## src/rtl/de_pkg.sv

```systemverilog
// Shared widths and state encoding for the drawing-engine memory arbiter.
package de_pkg;

  localparam int DE_ADDR_W  = 18;
  localparam int DE_NBYTE_W = 4;
  localparam int DE_DATA_W  = 32;

  typedef enum logic [1:0] {
    IDLE  = 2'd0,
    ISSUE = 2'd1,
    RESP  = 2'd2
  } state_t;

endpackage

```

## src/rtl/rr_pick.sv

```systemverilog
// Round-robin pick: first set req bit at or above ptr, wrapping modulo N.
module rr_pick #(
  parameter int N = 4
) (
  input  logic [N-1:0] req,
  input  logic [2:0]   ptr,
  output logic [2:0]   winner,
  output logic         valid
);

  logic [N-1:0] sh;

  // Walk offsets high to low so the smallest offset from ptr wins last.
  always_comb begin
    winner = '0;
    valid  = 1'b0;
    sh     = '0;
    for (int i = N - 1; i >= 0; i--) begin
      sh = req >> ((int'(ptr) + i) % N);
      if (sh[0]) begin
        winner = 3'((int'(ptr) + i) % N);
        valid  = 1'b1;
      end
    end
  end

endmodule

```

## src/rtl/de_arbiter.sv

```systemverilog
// Arbitrates NREQ drawing engines onto one framebuffer port,
// one transaction at a time, round-robin.
module de_arbiter
  import de_pkg::*;
#(
  parameter int NREQ = 4
) (
  input  logic                       clk,
  input  logic                       rst_n,
  input  logic [NREQ-1:0]            de_req,
  output logic [NREQ-1:0]            de_ack,
  input  logic [NREQ*DE_ADDR_W-1:0]  de_addr,
  input  logic [NREQ*DE_NBYTE_W-1:0] de_nbyte,
  input  logic [NREQ-1:0]            de_rnw,
  input  logic [NREQ*DE_DATA_W-1:0]  de_w_data,
  output logic [DE_DATA_W-1:0]       de_r_data,
  output logic                       mem_req,
  input  logic                       mem_ack,
  output logic [DE_ADDR_W-1:0]       mem_addr,
  output logic [DE_NBYTE_W-1:0]      mem_nbyte,
  output logic                       mem_rnw,
  output logic [DE_DATA_W-1:0]       mem_w_data,
  input  logic [DE_DATA_W-1:0]       mem_r_data,
  output logic [2:0]                 grant_id,
  output logic                       busy
);

  state_t     state, state_nx;
  logic [2:0] rr_ptr;
  logic [2:0] win;
  logic       win_vld;
  logic [NREQ-1:0] rnw_sh;

  localparam logic [NREQ-1:0] ONE = NREQ'(1);

  rr_pick #(.N(NREQ)) u_pick (
    .req    (de_req),
    .ptr    (rr_ptr),
    .winner (win),
    .valid  (win_vld)
  );

  always_ff @(posedge clk or negedge rst_n) begin
    if (!rst_n) state <= IDLE;
    else        state <= state_nx;
  end

  always_comb begin
    state_nx = state;
    unique case (state)
      IDLE:    if (win_vld) state_nx = ISSUE;
      ISSUE:   if (mem_ack) state_nx = RESP;
      RESP:    state_nx = IDLE;
      default: state_nx = IDLE;
    endcase
  end

  always_comb begin
    mem_req = (state == ISSUE);
    busy    = (state != IDLE);
    de_ack  = (state == RESP) ? (ONE << grant_id) : '0;
  end

  assign rnw_sh = de_rnw >> win;

  // Request fields are latched once at grant; later engine changes are ignored.
  always_ff @(posedge clk or negedge rst_n) begin
    if (!rst_n) begin
      rr_ptr     <= '0;
      grant_id   <= '0;
      mem_addr   <= '0;
      mem_nbyte  <= '0;
      mem_rnw    <= 1'b1;
      mem_w_data <= '0;
      de_r_data  <= '0;
    end else begin
      if (state == IDLE && win_vld) begin
        grant_id   <= win;
        rr_ptr     <= (win == 3'(NREQ - 1)) ? 3'd0 : win + 3'd1;
        mem_addr   <= DE_ADDR_W'(de_addr >> (int'(win) * DE_ADDR_W));
        mem_nbyte  <= DE_NBYTE_W'(de_nbyte >> (int'(win) * DE_NBYTE_W));
        mem_rnw    <= rnw_sh[0];
        mem_w_data <= DE_DATA_W'(de_w_data >> (int'(win) * DE_DATA_W));
      end
      if (state == ISSUE && mem_ack)
        de_r_data <= mem_r_data;
    end
  end

endmodule

```

## config.mk

```make
export PLATFORM = sky130hd
export DESIGN_NAME = de_arbiter
export DESIGN_NICKNAME = d
export VERILOG_FILES = /design/src/rtl/de_pkg.sv /design/src/rtl/rr_pick.sv /design/src/rtl/de_arbiter.sv
export SDC_FILE = /design/constraint.sdc
export NUM_CORES = 1
export LEC_CHECK = 0
export ABC_CLOCK_PERIOD_IN_PS = 3500
export CAP_MARGIN = 10
export CORE_AREA = 3 3 136 138
export DETAILED_ROUTE_END_ITERATION = 6
export DIE_AREA = 0 0 139 141
export DONT_BUFFER_PORTS = 1
export REMOVE_ABC_BUFFERS = 1
export SYNTH_ARGS = -nofsm -noshare
export SYNTH_HDL_FRONTEND = slang
export SYNTH_SLANG_ARGS = --single-unit
```

## constraint.sdc

```tcl
create_clock -name clk -period 3.5 [get_ports clk]
set_input_delay 0.525 -clock clk [delete_from_list [all_inputs] [get_ports clk]]
set_output_delay 0.525 -clock clk [all_outputs]
set_load 0.02 [all_outputs]
```

==> results_dict.tcl, run 1 <==
set metrics [dict create \
    status "finished, final reports clean" \
    yosys-top-cells-area "dfrtp_1, mux2i_1, o221ai_1, mux2_2, nand2_1" \
    die_x_um 139 \
    ys_seq_area_share_pct 47.2 \
    fin_tns_setup_ps 0 \
    hpwl_um 10600 \
    antenna_cells 0 \
    seq_power_share_pct 48.2 \
    path_class "reg2reg" \
    layout_min_cycle_time_ps 2500 \
    cp-start-kind "flop" \
    place_area_mm2 0.00503 \
    dieArea_mm2 0.0196 \
    final_util_pct 31.0 \
    gp_congestion 0.788 \
    drc 0 \
    wl_per_cell_um 22.6 \
    leakage_uw 0.00253 \
    rsz0062_at_grt "no" \
    intPower_uw 3090 \
    drtAntennaViolNets 0 \
    path_cells "or2_1, a31o_2, buf_4, nand2b_2, buf_4, o221ai_1" \
    synth_area_mm2 0.00493 \
    yosysMostFrequentCell "mux2i_1" \
    vias 3419 \
    synth_seq_cells 93 \
    avgSynthCellArea_um2 11.9 \
    slew_headroom_pct 34.0 \
    reg2reg_depth 6 \
    crit_buf_inv 2 \
    regArea_mm2 0.00233 \
    clock_path_buffers 2 \
    clock.fmax_mhz 400 \
    crit_required_ps 3680 \
    p_sw_share_pct 45.3 \
    finalNetCount 656 \
    critical_path.max_stage_delay_ps 530 \
    slowest_stage "buf_4" \
    hold_violations 0 \
    cts.clk_slew.worst_paths_ps 70 \
    synth_top_family_by_area "multiplexers" \
    synthArstFlopShare_pct 100 \
    tritoncts "yes" \
    netlist.area_leader.share_pct 46.7 \
    multi_input_area_mm2 0.00235 \
    cts_setup_buffers 0 \
    worstSetupEndpointType "flop" \
    yosys_warnings 0 \
    power_switching_uw 2560 \
    setup_ws_ps 997 \
    r2r_slack_ps 1000 \
    track_usage_pct 13.7 \
    routed_wl_um 14200 \
    io_buffer_count 0 \
    combPwrFrac_pct 34.5 \
    muxShareOfSynthArea_pct 29.8 \
    crit_family "buffers and inverters" \
    cts_sinks 93 \
    clock-root-buffer "clkbuf_16" \
    synth_common_cells "mux2i_1, dfrtp_1, nand2_1" \
    synth-adder-area-share_pct 0 \
    r2r_end "mem_w_data[12]" \
    synth_xor_area_share_pct 0.177 \
    powerDensity_mw_per_mm2 1060 \
    grt.overflow.total 0 \
    fin_crit_sh_pct 71.5 \
    fill_cells 1740 \
    yosysUniqueCellTypes 28 \
    hp-class "in2async" \
    total_power_uw 5660 \
    design_area_mm2 0.00536 \
    worst_ep_arrival_time_ps 2680 \
    drive_gt1_share_pct 14.4 \
    clock_skew_ps 5.11 \
    synth_cells 415 \
    max-cap-violations 0 \
    area_delta_synth_final_pct 8.54 \
    synth-edff-count 0 \
    io_pins 355 \
    grt_pass1_vias 3644 \
    synth_compound_gate_area_share_pct 11.1 \
    worst_pin_slew_ps 976 \
    cts_max_level 3 \
    pre_cts_slack_ps 938 \
    timing.final.max_slew_violations 0 \
    cts_made_buffers 9 \
    path_common_cell "buf_4" \
    rows 48 \
    grt_antenna_before_repair 0 \
    drt_iter0_drc 199 \
    dr.pass1.iters 4 \
    r2r_start "state[1]" \
    dominantRegCellSynth "dfrtp_1" \
    setup_viol 0 \
    vias_per_cell 5.45 \
    clock_latency_ps 340 \
    clock_power_share_pct 17.2 \
    cp_max_fo 63 \
    initial_core_util_pct 28.5 \
    die_h_um 141 \
    core_area_mm2 0.0173 \
    yosys.area.top_type "dfrtp_1" \
    grt_pass1_wl_um 21100 \
    grt_max_degree 93 \
    synth-simple-area-share_pct 6.14 \
    ir_drop_mv 0.404 \
]
==> area by class of cell <==
cell class	instances	area share, %
clock buffers	11	4.34
clock inverters	5	1.12
inverters	5	0.350
multi-input cells	281	43.8
flip-flops and latches	93	43.5
well taps	225	5.26
repair buffers	7	1.64
==> power groups by stage <==
| stage | Clock, µW | Combinational, µW | Sequential, µW |
|---|---|---|---|
| after floorplan | 0 | 1780 | 2550 |
| after global placement | 0 | 1850 | 2760 |
| after detailed placement | 0 | 1960 | 2740 |
| after CTS | 1010 | 1980 | 2740 |
| after global routing | 1070 | 2190 | 2790 |
| final | 976 | 1950 | 2730 |
==> placed cells by master (no fill, tap or decap), types with 2 or more instances in the layout <==
| master | n |
|---|---|
| clkbuf_1 | 2 |
| o21ai_1 | 2 |
| nor2_1 | 2 |
| clkbuf_16 | 9 |
| buf_4 | 4 |
| mux2_2 | 33 |
| nor4bb_1 | 2 |
| inv_1 | 5 |
| nor2b_1 | 2 |
| nand2_1 | 60 |
| dfrtp_1 | 92 |
| mux2i_1 | 110 |
| o221ai_1 | 56 |
==> registers in the layout (all words and copies together) (netlist names) <==
register	flops
de_r_data	32
grant_id	2
mem_addr	18
mem_nbyte	4
mem_rnw	1
mem_w_data	32
rr_ptr	2
state	2
==> worst max path at each step <==
stage | startpoint | end | slack (ps) | cells after the start
final | state[1] | mem_w_data[12] | 1000 | 6
after global routing | state[1] | mem_w_data[12] | 760 | 6
after CTS | state[1] | mem_addr[9] | 970 | 6
after detailed placement | de_req[3] | mem_w_data[11] | 940 | 6
after global placement | de_req[2] | mem_addr[6] | 1020 | 6
after floorplan | de_req[0] | mem_addr[0] | -1260 | 5
==> metal layers <==
layer	GRT usage, %	vias up	part of all wire, %
li1	-	1519	-
met1	15.7	1649	37
met2	24.1	242	52
met3	4.95	9	9.9
met4	4.22	0	1.2
met5	0	-	0
==> logic make-up (layout without fill, tap and decap cells) <==
| kind of cell | count (synthesis) | after routing |
|---|---|---|
| flip-flops | 93 | 93 |
| other | 1 | 1 |
| AO/OA/AOI/OAI | 65 | 65 |
| buffers and inverters | 41 | 28 |
| AND/OR/NAND/NOR | 71 | 71 |
| XOR/XNOR | 1 | 1 |
| multiplexers | 143 | 143 |
==> timing repair <==
action                                  4_1_cts  5_1_grt
hold endpoints to repair                     92        0
endpoints found under the setup margin        0        0
hold buffers                                  2        0
gates resized for setup                       0        0
==> through the flow <==
stage / hold WS [ps] / instances
3_3_place_gp: 232 / 609
5_1_grt: 112 / 627
3_5_place_dp: 232 / 609
6_report: 104 / 627
4_1_cts: 105 / 627
2_1_floorplan: 229 / 379
Note: power is estimated with default switching activity, not from simulation.
==> inputs of run 2 (changes only) <==
--- a/config.mk
+++ b/config.mk
@@ -5,11 +5,11 @@
 export SDC_FILE = /design/constraint.sdc
 export NUM_CORES = 1
 export LEC_CHECK = 0
-export ABC_CLOCK_PERIOD_IN_PS = 3500
+export ABC_CLOCK_PERIOD_IN_PS = 2400
 export CAP_MARGIN = 10
-export CORE_AREA = 3 3 136 138
+export CORE_AREA = 3 3 137 139
 export DETAILED_ROUTE_END_ITERATION = 6
-export DIE_AREA = 0 0 139 141
+export DIE_AREA = 0 0 140 142
 export DONT_BUFFER_PORTS = 1
 export REMOVE_ABC_BUFFERS = 1
 export SYNTH_ARGS = -nofsm -noshare
==> constraint.sdc (replaced) <==
create_clock -name clk -period 2.4 [get_ports clk]
set_input_delay 0.36 -clock clk [delete_from_list [all_inputs] [get_ports clk]]
set_output_delay 0.36 -clock clk [all_outputs]
set_load 0.02 [all_outputs]
==> run 2 against run 1 <==
The run now ends with negative hold slack left. Critical path depth shrank 1. Non-clock buffer count grew 2. Power increased by 46%. Highest routed layer unchanged.
==> results_dict.tcl, run 2 (synthesis gave the netlist of run 1 again) <==
set metrics [dict create \
    worst_ep_arrival_time_ps 2290 \
    grt_max_degree 96 \
    area_delta_synth_final_pct 8.93 \
    cts.clk_slew.worst_paths_ps 70 \
    vias 3429 \
    post_cts_resized 0 \
    die_h_um 142 \
    core_area_mm2 0.0178 \
    critical_path.max_stage_delay_ps 420 \
    grt_antenna_before_repair 0 \
    timing.final.max_slew_violations 0 \
    final_util_pct 30.2 \
    grt.overflow.total 0 \
    place_area_mm2 0.00509 \
    critPathLaunch "state[1]" \
    slew_headroom_pct 54.9 \
    worst_pin_slew_ps 677 \
    drt_iter0_drc 144 \
    ir_drop_mv 0.535 \
    cts_setup_buffers 0 \
    hpwl_um 11100 \
    cts_max_level 3 \
    slowest_stage "dfrtp_1" \
    clock_path_buffers 2 \
    dr.pass1.iters 4 \
    rsz0062_at_grt "no" \
    drive_gt1_share_pct 15.6 \
    layout_min_cycle_time_ps 2050 \
    drtAntennaViolNets 0 \
    vias_per_cell 5.42 \
    routed_wl_um 14500 \
    powerDensity_mw_per_mm2 1540 \
    wl_per_cell_um 22.8 \
    initial_core_util_pct 27.8 \
    antenna_cells 0 \
    path_cells "or2_1, a31o_2, or2_2, buf_12, o221ai_1" \
    io_pins 355 \
    tritoncts "yes" \
    die_x_um 140 \
    cts_sinks 93 \
    io_buffer_count 0 \
    clock_latency_ps 340 \
    leakage_uw 0.00254 \
    status "complete, but fails checks" \
    fin_crit_sh_pct 85.5 \
    whs_ps -298 \
    gp_congestion 0.766 \
    final_cell_mix "mux2i_1, dfrtp_1, nand2_1" \
    clock_skew_ps 9.75 \
    reg.largest.list "de_r_data (32), mem_w_data (32), mem_addr (18)" \
    crit_required_ps 2640 \
    rows 49 \
    path_class "reg2reg" \
    finalNetCount 658 \
    cts_made_buffers 9 \
    track_usage_pct 13.5 \
    final_common_cell "mux2i_1" \
    max-cap-violations 0 \
    cp_max_fo 51 \
    hp-class "in2async" \
    setup_viol 0 \
    fin_cells 633 \
    r2r_start "state[1]" \
    violations "negative hold slack" \
    grt_pass1_wl_um 20800 \
    clock-root-buffer "clkbuf_16" \
    hold_violations 93 \
    drc 0 \
    cp-start-kind "flop" \
    grt_pass1_vias 3623 \
    clock.fmax_mhz 488 \
    place_inst 617 \
    worstSetupEndpointType "flop" \
    design_area_mm2 0.00538 \
    dieArea_mm2 0.0199 \
    fill_cells 1810 \
]
-- run 2: cell types whose count changed in the layout (fill, tap and decap cells not counted) --
cell	delta
buf_12	+2
buf_4	+2
clkbuf_1	-2
inv_8	+2
buf_16	-1
bufinv_16	-1
clkinv_2	-1
clkinvlp_4	+1
dlygate4sd3_1	-1
inv_6	+1
-- run 2: path summary, 6_finish.rpt --
path                            cells after the start  slack, ps              to
worst min-delay path                                0       -300   de_r_data[19]
worst max-delay path                                5        350  mem_w_data[30]
worst max register to register                      5        350  mem_w_data[30]
worst min register to register                      2        580         mem_rnw
min in group clk                                    1        120        state[0]
max in group asynchronous                           0       2510  mem_w_data[31]
-- run 2: cell type report --
class	instances	area, µm²	area share [%]
Multi-Input combinational cell	281	2350	43.7
Sequential cell	93	2330	43.3
Tap cell	229	287	5.33
Clock buffer	9	225	4.19
Timing Repair Buffer	9	105	1.96
Clock inverter	7	63.8	1.19
Inverter	5	18.8	0.349
-- run 2: power breakdown --
group	leakage (µW)	internal (µW)	total [µW]	switching, µW
logic	0.00128	1380	2880	1500
clock network	0.000136	727	1390	666
registers	0.00112	2360	4010	1650
-- run 2: stage by stage --
| stage | worst slack [ps] | hold slack (ps) | TNS [ps] | total power (µW) |
|---|---|---|---|---|
| 5_1_grt | 243 | -336 | 0 | 8830 |
| 3_3_place_gp | 431 | 67.1 | 0 | 6830 |
| 6_report | 349 | -298 | 0 | 8290 |
| 2_1_floorplan | -2210 | 64.4 | -127720 | 6080 |
| 3_5_place_dp | 356 | 66.8 | 0 | 6990 |
| 4_1_cts | 330 | -323 | 0 | 8440 |
-- run 2: per-layer routing --
metal,track usage [%],wire length [µm]
met5,0,0
met4,5.05,144
met3,5.31,1430
met2,23.8,7610
met1,14.9,5280
-- run 2: worst max-delay path, delay by kind of cell, from the launching register on --
family | cells | cell delay, ps
flops | 1 | 420
simple gates | 2 | 730
compound gates | 2 | 560
buf+inv | 1 | 210
==> inputs of run 3 (changes only) <==
--- a/config.mk
+++ b/config.mk
@@ -6,7 +6,7 @@
 export NUM_CORES = 1
 export LEC_CHECK = 0
 export ABC_CLOCK_PERIOD_IN_PS = 2400
-export CAP_MARGIN = 10
+export CAP_MARGIN = 20
 export CORE_AREA = 3 3 137 139
 export DETAILED_ROUTE_END_ITERATION = 6
 export DIE_AREA = 0 0 140 142
==> results of run 3 <==
Final layout, timing and power as in run 2 (identical DEF).
